===== config.mk =====
export PLATFORM = sky130hd
export DESIGN_NAME = x_dl_sweep_ctrl
export DESIGN_NICKNAME = d
export VERILOG_FILES = /design/src/rtl/x_dl_sweep_ctrl.sv
export SDC_FILE = /design/constraint.sdc
export NUM_CORES = 1
export LEC_CHECK = 0
export ABC_CLOCK_PERIOD_IN_PS = 2900
export BUFFER_PORTS_ARGS = -buffer_cell sky130_fd_sc_hd__buf_2
export CAP_MARGIN = 15
export CORE_MARGIN = 1
export CORE_UTILIZATION = 35
export CTS_CLUSTER_SIZE = 8
export DETAILED_ROUTE_END_ITERATION = 6
export GPL_ROUTABILITY_DRIVEN = 1
export PLACE_DENSITY = 0.62
export SYNTH_ARGS = -nofsm -noshare
export SYNTH_HDL_FRONTEND = slang
export SYNTH_SLANG_ARGS = --single-unit

===== constraint.sdc =====
create_clock -name i_clk -period 2.9 [get_ports i_clk]
set_input_delay 0.58 -clock i_clk [delete_from_list [all_inputs] [get_ports i_clk]]
set_output_delay 0.58 -clock i_clk [all_outputs]
set_load 0.1 [all_outputs]

===== src/rtl/x_dl_sweep_ctrl.sv =====
// x_dl_sweep_ctrl: burst measurement sequencer for the 32-bit delay line.
// Takes rx commands, fires N captures, reduces each capture to a popcount,
// and keeps the min, max and sum of those popcounts. The result goes out as
// four tx bytes.
// Tx handshake: o_valid rises with o_data already stable. Both hold until a
// cycle with o_valid & i_accept. The next byte appears on the following
// cycle, and i_accept is ignored while o_valid is low.
module x_dl_sweep_ctrl #(
  parameter int unsigned p_settle = 4,
  parameter int unsigned p_gap    = 2
) (
  input  logic        i_clk,
  input  logic        i_rst_n,
  input  logic        i_valid,
  input  logic [7:0]  i_data,
  output logic        o_valid,
  input  logic        i_accept,
  output logic [7:0]  o_data,
  output logic        o_start,
  input  logic [31:0] i_dl,
  output logic        o_busy
);

  typedef enum logic [3:0] {
    IDLE, LAUNCH, SETTLE, SAMPLE, GAP, SEND0, SEND1, SEND2, SEND3
  } state_t;

  // SETTLE ends one count early because the SAMPLE cycle itself is the last settle cycle.
  localparam logic [7:0] settle_last = 8'(p_settle - 1);
  localparam logic [7:0] gap_last    = 8'(p_gap);
  localparam logic [7:0] cmd_go      = 8'h47;

  state_t      state;
  logic [7:0]  count;
  logic [7:0]  burst_count;
  logic [7:0]  index;
  logic [7:0]  timer;
  logic [5:0]  min_pc;
  logic [5:0]  max_pc;
  logic [15:0] sum_pc;

  logic [5:0]  pc;
  logic [5:0]  next_min;
  logic [5:0]  next_max;
  logic [15:0] next_sum;
  logic [7:0]  next_index;

  // Popcount of the capture and the accumulator values after folding it in.
  always_comb begin
    pc = 6'd0;
    for (int i = 0; i < 32; i++) begin
      pc = pc + 6'(i_dl[i]);
    end
    next_min   = (pc < min_pc) ? pc : min_pc;
    next_max   = (pc > max_pc) ? pc : max_pc;
    next_sum   = sum_pc + 16'(pc);
    next_index = index + 8'd1;
  end

  // Sequencer FSM with registered outputs.
  always_ff @(posedge i_clk or negedge i_rst_n) begin
    if (!i_rst_n) begin
      state       <= IDLE;
      count       <= 8'd1;
      burst_count <= 8'd1;
      index       <= 8'd0;
      timer       <= 8'd0;
      min_pc      <= 6'd0;
      max_pc      <= 6'd0;
      sum_pc      <= 16'd0;
      o_valid     <= 1'b0;
      o_data      <= 8'h00;
      o_start     <= 1'b0;
      o_busy      <= 1'b0;
    end else begin
      case (state)
        IDLE: begin
          if (i_valid) begin
            if (i_data[7]) begin
              count <= (i_data[6:0] == 7'd0) ? 8'd128 : {1'b0, i_data[6:0]};
            end else if (i_data == cmd_go) begin
              state       <= LAUNCH;
              o_start     <= 1'b1;
              o_busy      <= 1'b1;
              burst_count <= count;
              min_pc      <= 6'd63;
              max_pc      <= 6'd0;
              sum_pc      <= 16'd0;
              index       <= 8'd0;
            end
          end
        end
        LAUNCH: begin
          o_start <= 1'b0;
          timer   <= 8'd1;
          state   <= (p_settle == 1) ? SAMPLE : SETTLE;
        end
        SETTLE: begin
          if (timer == settle_last) begin
            state <= SAMPLE;
          end else begin
            timer <= timer + 8'd1;
          end
        end
        SAMPLE: begin
          min_pc <= next_min;
          max_pc <= next_max;
          sum_pc <= next_sum;
          index  <= next_index;
          if (next_index == burst_count) begin
            state   <= SEND0;
            o_valid <= 1'b1;
            o_data  <= {2'b00, next_min};
          end else if (p_gap == 0) begin
            state   <= LAUNCH;
            o_start <= 1'b1;
          end else begin
            state <= GAP;
            timer <= 8'd1;
          end
        end
        GAP: begin
          if (timer == gap_last) begin
            state   <= LAUNCH;
            o_start <= 1'b1;
          end else begin
            timer <= timer + 8'd1;
          end
        end
        SEND0: begin
          if (i_accept) begin
            state  <= SEND1;
            o_data <= {2'b00, max_pc};
          end
        end
        SEND1: begin
          if (i_accept) begin
            state  <= SEND2;
            o_data <= sum_pc[15:8];
          end
        end
        SEND2: begin
          if (i_accept) begin
            state  <= SEND3;
            o_data <= sum_pc[7:0];
          end
        end
        SEND3: begin
          if (i_accept) begin
            state   <= IDLE;
            o_valid <= 1'b0;
            o_data  <= 8'h00;
            o_busy  <= 1'b0;
          end
        end
        default: state <= IDLE;
      endcase
    end
  end

endmodule


==> results of run 1 <==
registers in the layout, summed over array words and instances, names as in the netlist:
name         cells
count            8
o_data           8
o_valid          1
o_busy           1
min_pc           6
sum_pc          16
timer            8
index            8
state            4
burst_count      8
o_start          1
max_pc           6
layer usage:
metal / GRT usage / vias to the layer above / routed length [um] / share of wire
li1: - / 2081 / - / -
met1: 0.195 / 2116 / 5140 / 0.40
met2: 0.318 / 74 / 6850 / 0.54
met3: 0.0266 / 35 / 332 / 0.026
met4: 0.0940 / 0 / 476 / 0.037
met5: 0 / - / 0 / 0
cells in the final DEF (no fill, tap or decap), types with 5 or more instances in the layout:
| master | instances |
|---|---|
| dfrtp_1 | 73 |
| inv_1 | 58 |
| buf_2 | 52 |
| nor2_1 | 43 |
| nand2_1 | 36 |
| buf_4 | 36 |
| o21ai_0 | 21 |
| mux2_2 | 21 |
| fa_1 | 21 |
| a21oi_1 | 19 |
| ha_1 | 19 |
| o31ai_1 | 16 |
| xor2_1 | 14 |
| mux2i_1 | 13 |
| buf_6 | 12 |
| inv_2 | 10 |
| and3_1 | 10 |
| ha_4 | 10 |
| a21o_1 | 9 |
| nand3_1 | 9 |
| clkbuf_16 | 9 |
| a21oi_2 | 8 |
| o22ai_1 | 8 |
| xnor2_1 | 8 |
| nand2b_1 | 7 |
| o21ai_1 | 6 |
| a31oi_1 | 5 |
stage by stage:
step	setup slack, ps	setup TNS [ps]
final	-2920	-92340
after global routing	-3090	-98010
after floorplan	-3080	-94730
after global placement	-3230	-103890
after CTS	-2870	-90290
after detailed placement	-3420	-108280
layout make-up:
| class | count | share of cell area |
|---|---|---|
| tap | 184 | 0.0340 |
| clock inverter | 7 | 0.0124 |
| inverter | 69 | 0.0386 |
| multi-input combinational | 385 | 0.501 |
| clock buffer | 9 | 0.0332 |
| sequential | 75 | 0.277 |
| timing repair buffer | 102 | 0.104 |
what timing repair did:
action	4_1_cts	5_1_grt
setup buffers	8	4
setup endpoints to repair	34	34
gates cloned	0	0
resized for setup	36	22
pin swaps	35	29
final timing paths:
path,startpoint,endpoint,slack (ps)
min reg2reg,o_data[7]$_DFFE_PN0P_,o_data[7]$_DFFE_PN0P_,500
min in group i_clk,i_data[5],count[5]$_DFFE_PN0P_,470
max in group asynchronous,i_rst_n,burst_count[0]$_DFFE_PN1P_,1860
max,i_dl[1],o_data[4]$_DFFE_PN0P_,-2920
min,i_rst_n,count[4]$_DFFE_PN0P_,290
max reg2reg,state[1]$_DFFE_PN0P_,o_data[7]$_DFFE_PN0P_,350
cells by family after synthesis:
| group | synth area share |
|---|---|
| buffers and inverters | 0.0665 |
| muxes | 0.0816 |
| AOI/OAI and AO/OA | 0.149 |
| adders and majority gates | 0.163 |
| xor gates and xnor gates | 0.0476 |
| and+or+nand+nor | 0.137 |
| DFF | 0.355 |
==> flow_summary.toml, run 1 <==
[sta]
slew_headroom = 0.511
maxSlewViolCount = 0
fmax_mhz = 172
finalCritPeriodShare = 2.01
whs_ps = 290
skew_ps = 7.69
fin_crit_ps = 5820
finalSetupViolations = 34
finalHoldViolations = 0
worst_slack_ps = -2920
rsz0062_at_grt = "yes"
worst_pin_slew_ps = 733

[setup_path]
cpPeakStageDelay_ps = 570
path_buf_inv = 6
cp.required_ps = 3130
worstPathMaxFanout = 7
critPathKind = "in2reg"
path_depth = 25
worst_setup_path_start_kind = "primary input"
r2r_cells = 6
crit_path_end_kind = "register"
cp.arrival_ps = 6050
crit_family = "adder cells"
crit_slowest_cell = "fa_1"

[floorplan]
rows = 44
dieArea_sq_um = 15600
ios = 55
dieHeight_um = 125
initial_core_util = 0.361
coreArea_sq_um = 14600
die_w_um = 125

[yosys]
synthDistinctLibCells = 57
synth_edf_count = 0
ys_ff_latch = 75
synthesis.nets = 649
synth.largest_area_cell = "dfrtp_1"
synth_ff_type = "dfrtp_1"
syn_avg_cell_area_sq_um = 9.60
synth_area_sq_um = 5290
synth.most_common_cell = "dfrtp_1"
synth.area.top_cells = "dfrtp_1 35%, fa_1 9.5%, ha_1 6.9%"
synthCells = 551
synth_top_area_share = 0.345
ys_seq_area_frac = 0.355
synth-async-reset-ratio = 1.00
synth_warnings = 0
synth_commonest_cells = "73 x dfrtp_1, 69 x inv_1, 43 x nor2_1"

[final_layout]
drive_gt1_frac = 0.315
syn2layout_area_growth_pct = 28.2
fin_area_sq_um = 6780
fillerInstances = 1374
final_nets = 740
fin_cells = 831
regArea_sq_um = 1880
final_util = 0.463
multiInputGateArea_sq_um = 3390
n_antenna_cell = 0

[run]
max-cap-violations = 0

[clocking]
cts_tree = "yes"
cts-htree-levels = 3
hold_buffers = 0
clk_pin_slew_worst_paths_ps = 70
root_buffer = "clkbuf_16"
cts_buffer_depth = 2
cts_inserted_buffers = 9
insertion_delay_ps = 350
clock_sinks = 75

[global_routing]
grt_first_pass_wirelength_um = 21600
grt_pass1_vias = 4535
antenna_found_initial = 0
grt_max_degree = 47
gr-total-overflow = 0
grt.total_usage = 0.174

[route]
drt_pass1_iterations = 4
viasPerCell = 5.18
vias = 4306
wire_per_inst_um = 15.4
drc = 0
drtIter0Drc = 277
drtAntennaViolNets = 0
wl_um = 12800

[hold_path]
min_path_type = "in2async"

[placement]
port_buffers = 54
place_inst = 805
placed_cell_area_sq_um = 6110
dpl.hpwl_um = 9590
place.gp.congestion = 0.790

[outcome]
violations = "negative setup slack"
outcome = "complete, but fails checks"
Power of run 1 is left out: the tool's default activity adds up to more than one toggle a clock period on the data nets, which glitch-free logic cannot reach.
==> run 2: changes to the inputs <==
- SETUP_SLACK_MARGIN: unset -> 0.1
==> flow_summary.toml, run 2 (synthesis gave the netlist of run 1 again) <==
[final_layout]
final_cell_mix = "73 x dfrtp_1, 58 x inv_1, 52 x buf_2"
final_util = 0.465
top_register = "sum_pc"
fillerInstances = 1368
final_common_cell = "dfrtp_1"
n_antenna_cell = 0
largest_register_ffs = 16
final_nets = 740
drive_gt1_frac = 0.317
fin_cells = 831
syn2layout_area_growth_pct = 28.8

[global_routing]
grt_max_degree = 47
grt_pass1_vias = 4529
antenna_found_initial = 0
grt_first_pass_wirelength_um = 21600
gr-total-overflow = 0
grt.total_usage = 0.174

[hold_path]
min_path_type = "in2async"

[route]
drt_pass1_iterations = 5
wire_per_inst_um = 15.7
viasPerCell = 5.27
vias = 4383
drtAntennaViolNets = 0
wl_um = 13100
drc = 0
drtIter0Drc = 285

[clocking]
insertion_delay_ps = 350
cts_inserted_buffers = 9
cts_buffer_depth = 2
clock_sinks = 75
hold_buffers = 0
clk_pin_slew_worst_paths_ps = 70
cts_tree = "yes"
cts-htree-levels = 3
root_buffer = "clkbuf_16"

[setup_path]
cp-endpoint = "o_data[4]$_DFFE_PN0P_"
crit_slowest_cell = "fa_1"
path_buf_inv = 6
worstPathMaxFanout = 7
r2r_cells = 6
rr_endpoint = "sum_pc[7]$_DFFE_PN0P_"
startpoint = "i_dl[1]"
cp.required_ps = 3130
path_depth = 25
worst_setup_path_start_kind = "primary input"
regToRegStartpoint = "state[3]$_DFFE_PN0P_"
cpPeakStageDelay_ps = 570
cp.arrival_ps = 6040
critPathKind = "in2reg"
rrSetupSlack_ps = 330
crit_family = "adder cells"
crit_path_end_kind = "register"

[outcome]
outcome = "complete, but fails checks"
violations = "negative setup slack"

[placement]
dpl.hpwl_um = 9590
dp_slack_ps = -3420
place.gp.congestion = 0.790
place_inst = 805
port_buffers = 54

[sta]
finalSetupViolations = 34
slew_headroom = 0.510
finalCritPeriodShare = 2.00
worst_pin_slew_ps = 735
rsz0062_at_grt = "yes"
finalHoldViolations = 0
fmax_mhz = 172
skew_ps = 7.17
fin_crit_ps = 5810
worst_slack_ps = -2910
maxSlewViolCount = 0

[floorplan]
rows = 44
initial_core_util = 0.361
ios = 55
coreArea_sq_um = 14600
die_w_um = 125
dieHeight_um = 125
dieArea_sq_um = 15600

[run]
max-cap-violations = 0
run 2: cell counts in the layout (fill, tap and decap cells not counted):
No cell type changed its count.
run 2: final cells by class:
| cell class | instances | area [sq um] | share of cell area |
|---|---|---|---|
| timing repair buffer | 102 | 726 | 0.107 |
| clock inverter | 7 | 83.8 | 0.0123 |
| clock buffer | 9 | 225 | 0.0331 |
| sequential | 75 | 1880 | 0.276 |
| multi-input combinational | 385 | 3410 | 0.500 |
| tap | 184 | 230 | 0.0338 |
| inverter | 69 | 262 | 0.0384 |
run 2: what timing repair did:
action / in CTS / in global routing
setup endpoints to repair: 34 / 34
setup buffers: 8 / 2
cloned: 0 / 0
pin swaps: 31 / 24
gates resized for setup: 38 / 25
run 2: how the worst min path moves through the flow:
stage | to | start | depth (start not counted)
3_3_place_gp | timer[7]$_DFFE_PN0P_ | timer[7]$_DFFE_PN0P_ | 1
6_report | count[3]$_DFFE_PN0P_ | i_rst_n | 1
4_1_cts | count[3]$_DFFE_PN0P_ | i_rst_n | 1
3_5_place_dp | o_data[7]$_DFFE_PN0P_ | o_data[7]$_DFFE_PN0P_ | 1
5_1_grt | count[3]$_DFFE_PN0P_ | i_rst_n | 1
2_1_floorplan | burst_count[1]$_DFFE_PN0P_ | i_rst_n | 0
run 2: per-layer routing:
metal | GRT usage | vias up | wire, um
met5 | 0 | - | 0
met2 | 0.321 | 96 | 6970
met3 | 0.0258 | 38 | 343
met1 | 0.195 | 2168 | 5300
li1 | - | 2081 | -
met4 | 0.0890 | 0 | 438
run 2: per-stage QoR:
| stage | hold WS (ps) | setup TNS [ps] | area (sq um) |
|---|---|---|---|
| 2_1_floorplan | 284 | -94730 | 5400 |
| 3_3_place_gp | 489 | -103890 | 6110 |
| 3_5_place_dp | 491 | -108280 | 6110 |
| 4_1_cts | 313 | -90810 | 6700 |
| 5_1_grt | 338 | -97570 | 6810 |
| 6_report | 287 | -92020 | 6810 |
Power of run 2 is left out for the same reason.
